==> src/rtl/regfile_dump_pkg.sv <==
// Shared widths and control constants for the register-file dump engine.
package regfile_dump_pkg;

  localparam int REG_BUS_W  = 32;
  localparam int REG_ADDR_W = 5;

  localparam logic RST_ENABLE   = 1'b1;
  localparam logic READ_ENABLE  = 1'b1;
  localparam logic READ_DISABLE = 1'b0;

  localparam logic [REG_BUS_W-1:0] ZERO_WORD = '0;

endpackage

==> src/rtl/regfile_dump.sv <==
// Walks the register file through a shared read port, one granted read per
// register, and streams (address, data) pairs out on a valid/ready interface.
module regfile_dump
  import regfile_dump_pkg::*;
#(
  parameter int DATA_W    = REG_BUS_W,
  parameter int ADDR_W    = REG_ADDR_W,
  parameter int SKIP_ZERO = 1
) (
  input  logic              clk,
  input  logic              rst,
  input  logic              start,
  input  logic              abort,
  output logic              busy,
  output logic              done,
  output logic              rf_re,
  output logic [ADDR_W-1:0] rf_raddr,
  input  logic [DATA_W-1:0] rf_rdata,
  input  logic              rf_grant,
  output logic              out_valid,
  input  logic              out_ready,
  output logic [ADDR_W-1:0] out_addr,
  output logic [DATA_W-1:0] out_data
);

  typedef enum logic [1:0] {
    IDLE = 2'd0,
    REQ  = 2'd1,
    HOLD = 2'd2,
    DONE = 2'd3
  } state_t;

  localparam logic [ADDR_W-1:0] FIRST_PTR = (SKIP_ZERO != 0) ? ADDR_W'(1) : '0;
  localparam logic [ADDR_W-1:0] LAST_PTR  = '1;

  state_t            state;
  state_t            next_state;
  logic [ADDR_W-1:0] ptr;

  // NOTE: next_state gets its default before the case so no path can leave it
  // unassigned and infer a latch.
  always_comb begin
    next_state = state;
    case (state)
      IDLE: if (start && !abort) next_state = REQ;
      REQ: begin
        if (abort)         next_state = IDLE;
        else if (rf_grant) next_state = HOLD;
      end
      HOLD: begin
        if (abort)          next_state = IDLE;
        else if (out_ready) next_state = (ptr == LAST_PTR) ? DONE : REQ;
      end
      DONE:    next_state = IDLE;
      default: next_state = IDLE;
    endcase
  end

  // The read port is only driven while waiting for a grant.
  assign rf_re    = (state == REQ) ? READ_ENABLE : READ_DISABLE;
  assign rf_raddr = (state == REQ) ? ptr : '0;

  // NOTE: all state and registered outputs use non-blocking assignments so
  // every update sees the pre-edge values.
  always_ff @(posedge clk) begin
    if (rst == RST_ENABLE) begin
      state     <= IDLE;
      ptr       <= '0;
      busy      <= 1'b0;
      done      <= 1'b0;
      out_valid <= 1'b0;
      out_addr  <= '0;
      out_data  <= '0;
    end else begin
      state <= next_state;
      busy  <= (next_state != IDLE);
      done  <= (next_state == DONE);
      case (state)
        IDLE: if (next_state == REQ) ptr <= FIRST_PTR;
        REQ: begin
          if (next_state == HOLD) begin
            out_valid <= 1'b1;
            out_addr  <= ptr;
            out_data  <= rf_rdata;
          end
        end
        HOLD: begin
          // Abort and handshake both retire the word; abort simply skips the advance.
          if (next_state != HOLD) out_valid <= 1'b0;
          if (next_state == REQ)  ptr <= ptr + ADDR_W'(1);
        end
        default: ;
      endcase
    end
  end

endmodule

==> config.mk <==
export PLATFORM = sky130hd
export DESIGN_NAME = regfile_dump
export DESIGN_NICKNAME = d
export VERILOG_FILES = /design/src/rtl/regfile_dump_pkg.sv /design/src/rtl/regfile_dump.sv
export SDC_FILE = /design/constraint.sdc
export NUM_CORES = 1
export LEC_CHECK = 0
export CORE_MARGIN = 10
export CORE_UTILIZATION = 41
export CTS_BUF_LIST = sky130_fd_sc_hd__clkbuf_4 sky130_fd_sc_hd__clkbuf_8
export DETAILED_ROUTE_END_ITERATION = 10
export PLACE_DENSITY = 0.75
export SYNTH_ARGS = -nofsm -noshare
export SYNTH_HDL_FRONTEND = slang
export SYNTH_SLANG_ARGS = --single-unit
==> constraint.sdc <==
create_clock -name clk -period 2.1 [get_ports clk]
set_clock_uncertainty 0.05 [all_clocks]
set_input_delay 0.42 -clock clk [delete_from_list [all_inputs] [get_ports clk]]
set_output_delay 0.42 -clock clk [all_outputs]
set_load 0.01 [all_outputs]
After elaboration in Yosys (flattened, before gate mapping):

Cells that the tools add are included.

* flip-flop bits (word level): 47
* output and inout bits: 46

* add/subtract/negate cells: 1
* equality and inequality tests: 12
* muxes and demuxes: 15
* reductions and logical operators: 9

Operators by type and width (count)
* $mux 5: 3
* $mux 2: 6
* $pmux 5 s2: 1
* $eq 2x2->1 const B: 4
* $ne 2x2->1 const B: 4
* $pmux 2 s4: 1
* $reduce_and 3->1: 2
* $reduce_bool 2->1: 3
* $add 5x1->5 const B: 1
* $eq 5x5->1 const B: 1
* $eq 2x1->1 const B: 2
* $mux 1: 3
* $logic_not 2->1: 1
* $ne 2x1->1 const B: 1
* $pmux 1 s2: 1
* $reduce_and 2->1: 1
* $logic_and 1x1->1: 1
* $logic_not 1->1: 1

Logic depth before layout (Yosys ltp):

* depth after elaboration: 8
* mapped depth: 9
* depth with buffers taken out: 7

Worst setup path before layout:

Ideal clock, no wire load.

* kind: reg-to-reg
* start point: register state[1]
* end point: register out_addr[0]
* data arrival time: 2097 ps
* setup slack: -171 ps
* cell stages (with the launch flop): 8
* clock period less this slack: 2271 ps
* path through: dfxtp_1 -> inv_1 -> ha_1 -> nor2b_1 -> o211a_4 -> a2111oi_2 -> buf_6 -> mux2_1

* longest elaborated chain between the ends: 5

Ends and longest elaborated chain
* start: declaration: RTL line regfile_dump.sv:36 `state_t state;`
* start signal: assignment: RTL line regfile_dump.sv:75 `state <= next_state;`
* $mux 2, on equally long branches: RTL line regfile_dump.sv:52, regfile_dump.sv:48
* $mux 2, on equally long branches: RTL line regfile_dump.sv:51, regfile_dump.sv:47
* $pmux 2 s4: RTL line regfile_dump.sv:44 `case (state)`
* $eq 2x2->1: RTL line regfile_dump.sv:81 `if (next_state == HOLD) begin`
* $reduce_and 2->1 (no line) *
* end signal: assignment: RTL line regfile_dump.sv:83 `out_addr <= ptr;`
* end: declaration: RTL line regfile_dump.sv:22 `output logic [ADDR_W-1:0] out_addr,`

Mark *: on every way between the ends. The rest lies on a longest branch, timed or not.
A chain may end at the register's enable or synchronous reset.

Worst setup path after layout:

* start point: input abort
* end point: register out_addr[2]

* longest elaborated chain between the ends: 6

Ends and longest elaborated chain
* start: declaration: RTL line regfile_dump.sv:13 `input logic abort,`
* $logic_not 1->1: RTL line regfile_dump.sv:45 `IDLE: if (start && !abort) next_state = REQ;`
* $logic_and 1x1->1: RTL line regfile_dump.sv:45
* $mux 2: RTL line regfile_dump.sv:45
* $pmux 2 s4 *: RTL line regfile_dump.sv:44
* $eq 2x2->1 *: RTL line regfile_dump.sv:81
* $reduce_and 2->1 (no line) *

Marked as above.

==> qor.tcl <==
set qor(outcome) {finished, final reports clean}
set qor(first_drt_iteration_drcs) 41
set qor(tritoncts) {yes}
set qor(post_synthesis_sequential_area_ratio_pct) 43.0
set qor(wire_per_inst_um) 15.1
set qor(total_power_mw) 1.73
set qor(critPathCapture) {out_addr[2]$_SDFFE_PP0P_}
set qor(worst-setup-path-type) {input port to flop}
set qor(worst_setup_path_startpoint) {abort}
set qor(most_used_dff_post_synth) {sky130_fd_sc_hd__dfxtp_1}
set qor(core_area_sq_mm) 0.00514
set qor(critical_path_required_ps) 2270
set qor(dieHeight_um) 93.0
set qor(critPathArrivalTime_ps) 2270
set qor(share_of_cells_above_drive_strength_1_pct) 18.4
set qor(worstReg2RegEnd) {out_addr[2]$_SDFFE_PP0P_}
set qor(vdd.ir_drop.worst_mv) 0.386
set qor(layout_common_cells) {sky130_fd_sc_hd__clkdlybuf4s50_1, sky130_fd_sc_hd__nand2_1, sky130_fd_sc_hd__dfxtp_1}
set qor(register_to_register_path_setup_slack_ps) 5
set qor(min_period_over_period_pct) 99.7
set qor(avgSynthCellArea_sq_um) 9.31
set qor(grt.overflow.total) 0
set qor(grtUsageTotal_pct) 13.9
set qor(ys.warnings.count) 0
set qor(die_width_um) 93.0
set qor(synthesis.nets) 279
set qor(postSynthRegisterBits) 47
set qor(n_antenna_cell) 0
set qor(synth_area_sq_mm) 0.00219
set qor(critical_path.endpoint_type) {flop}
set qor(via_count) 2012
set qor(clock_sink_count) 47
set qor(worst_slew_margin_rel_pct) 69.9
set qor(first_global_vias) 2079
set qor(ctsHoldBuffers) 0
set qor(async_flop_share_pct) 0
set qor(rsz0062_at_grt) {true}
set qor(vias_per_cell) 4.88
set qor(final_common_cell) {sky130_fd_sc_hd__clkdlybuf4s50_1}
set qor(final_antenna_net_count) 0
set qor(drt-pass1-iter-count) 4
set qor(crit_fanout) 7
set qor(design.portCount) 84
set qor(drt-total-wl_mm) 6.21
set qor(clk_latency_ps) 300
set qor(finalNetCount) 385
set qor(io_buffers) 83
set qor(clk_pin_slew_worst_paths_ps) 80
set qor(hold_viol_final) 0
set qor(drv_slew) 0
set qor(grt_max_degree) 44
set qor(drc_viols) 0
set qor(worst_slew_pin_slew_ps) 450
set qor(hold-worst-slack_ps) 411
set qor(cts.root.buffer_cell) {sky130_fd_sc_hd__clkbuf_8}
set qor(startpoint_type) {input port}
set qor(tritoncts.num_buffers) 5
set qor(initial_antenna_violation_count) 0
set qor(max-cap-violations) 0
set qor(synth.distinct_cells) 40
set qor(cts-root-to-sink-buffers) 2
set qor(ctsHtreeMaxLevel) 2
set qor(synth-edff-count) 0
set qor(dp_hpwl_mm) 4.68
set qor(die_area_sq_mm) 0.00866
set qor(hold_path.class) {flop to flop}
set qor(reg2reg_depth) 9
set qor(worstReg2RegStart) {ptr[1]$_SDFFE_PP0P_}
set qor(synthCells) 235
set qor(nFillCells) 418
set qor(static-leakage-power_nw) 1.32
set qor(std_cell_rows) 26
set qor(gp_routability_congestion) 0.847
set qor(areaGrowthSynthToFinish_pct) 61.8
set qor(start_util_pct) 42.6
set qor(global_route_wire_length_before_repair_mm) 9.86
set qor(power_density_mw_per_mm2) 488
set qor(post-route-min-period_ps) 2090
set qor(final_core_util_pct) 68.8
set qor(timing.fmax_mhz) 477
set qor(report.final.setup_viol) 0
-- stage by stage --
step	worst slack, ps	instance area (sq um)	TNS [ps]	std cells
final	5.39	3540	0	412
after detailed placement	-298	3260	-11010	400
after global placement	-221	3260	-8280	400
after CTS	-20.3	3380	-74.6	408
after global routing	-81.9	3540	-2140	412
after floorplan	-18.7	2230	-18.7	235
-- per-layer routing --
layer	up-vias	wire [um]	GRT usage, %
li1	1010	-	-
met1	932	2450	14.7
met2	58	3050	23.1
met3	12	628	7.83
met4	0	88	4.63
met5	-	0	0
-- logic make-up (layout without fill, tap and decap cells) --
group,after synthesis,in the layout,synth area share [%]
DFF,47,47,43.0
AOI/OAI and AO/OA,26,26,10.9
adders and majority gates,6,6,3.43
buffers and inverters,21,128,6.35
muxes,38,38,17.5
and+or+nand+nor,97,97,18.8
-- what timing repair did --
item,4_1_cts,5_1_grt
endpoints found under the setup margin,48,46
resized for setup,12,17
pin swaps,3,8
buffers inserted,1,2
cloned,0,2
-- report_power, final --
| group | total [mW] | internal (mW) | switching (mW) |
|---|---|---|---|
| registers | 0.905 | 0.899 | 0.00567 |
| clock network | 0.597 | 0.300 | 0.297 |
| logic | 0.226 | 0.127 | 0.0988 |
| total | 1.73 | 1.33 | 0.402 |
-- critical path, stage by stage --
cell and delay, ps:
sky130_fd_sc_hd__clkdlybuf4s50_1 560, sky130_fd_sc_hd__nand2b_2 200, sky130_fd_sc_hd__a32oi_4 140, sky130_fd_sc_hd__a2111oi_4 370
sky130_fd_sc_hd__buf_6 220, sky130_fd_sc_hd__buf_4 170, sky130_fd_sc_hd__mux2i_1 180
-- sequential cells by signal, indices dropped and copies added, names as in the netlist --
register / cells
busy: 1
done: 1
out_addr: 5
out_data: 32
out_valid: 1
ptr: 5
state: 2
-- cell type report --
cell class	count	area [sq um]	share of cell area (%)
Timing Repair Buffer	112	1120	31.8
Tap cell	70	87.6	2.48
Clock inverter	1	7.51	0.212
Multi-Input combinational cell	167	1250	35.3
Clock buffer	7	96.3	2.72
Inverter	8	30.0	0.849
Sequential cell	47	945	26.7
-- cells in the mapped netlist, types with 2 or more instances --
cell / number / area share (%)
sky130_fd_sc_hd__o2111ai_1: 2 / 0.80
sky130_fd_sc_hd__a2111oi_2: 2 / 1.4
sky130_fd_sc_hd__nand2_1: 73 / 13
sky130_fd_sc_hd__clkbuf_1: 8 / 1.4
sky130_fd_sc_hd__o211ai_1: 5 / 1.7
sky130_fd_sc_hd__o21ai_0: 2 / 0.46
sky130_fd_sc_hd__o32ai_1: 2 / 0.80
sky130_fd_sc_hd__a21oi_1: 2 / 0.46
sky130_fd_sc_hd__nor2b_1: 3 / 0.86
sky130_fd_sc_hd__inv_1: 7 / 1.2
sky130_fd_sc_hd__ha_1: 6 / 3.4
sky130_fd_sc_hd__and2_1: 5 / 1.4
sky130_fd_sc_hd__nor2_1: 7 / 1.2
sky130_fd_sc_hd__mux2i_1: 36 / 16
sky130_fd_sc_hd__dfxtp_1: 47 / 43
sky130_fd_sc_hd__nand3_1: 2 / 0.46
sky130_fd_sc_hd__buf_12: 3 / 2.7
-- worst min path at each step --
stage | startpoint | slack [ps] | to | cells past startpoint
finish | out_data[4]$_SDFFE_PP0P_ | 410 | out_data[4]$_SDFFE_PP0P_ | 2
detailed placement | out_data[6]$_SDFFE_PP0P_ | 400 | out_data[6]$_SDFFE_PP0P_ | 2
CTS | out_data[29]$_SDFFE_PP0P_ | 410 | out_data[29]$_SDFFE_PP0P_ | 2
global placement | out_data[11]$_SDFFE_PP0P_ | 390 | out_data[11]$_SDFFE_PP0P_ | 2
global route | out_data[10]$_SDFFE_PP0P_ | 420 | out_data[10]$_SDFFE_PP0P_ | 2
floorplan | ptr[3]$_SDFFE_PP0P_ | 420 | out_addr[3]$_SDFFE_PP0P_ | 2
Power figures use the tool's default switching activity.
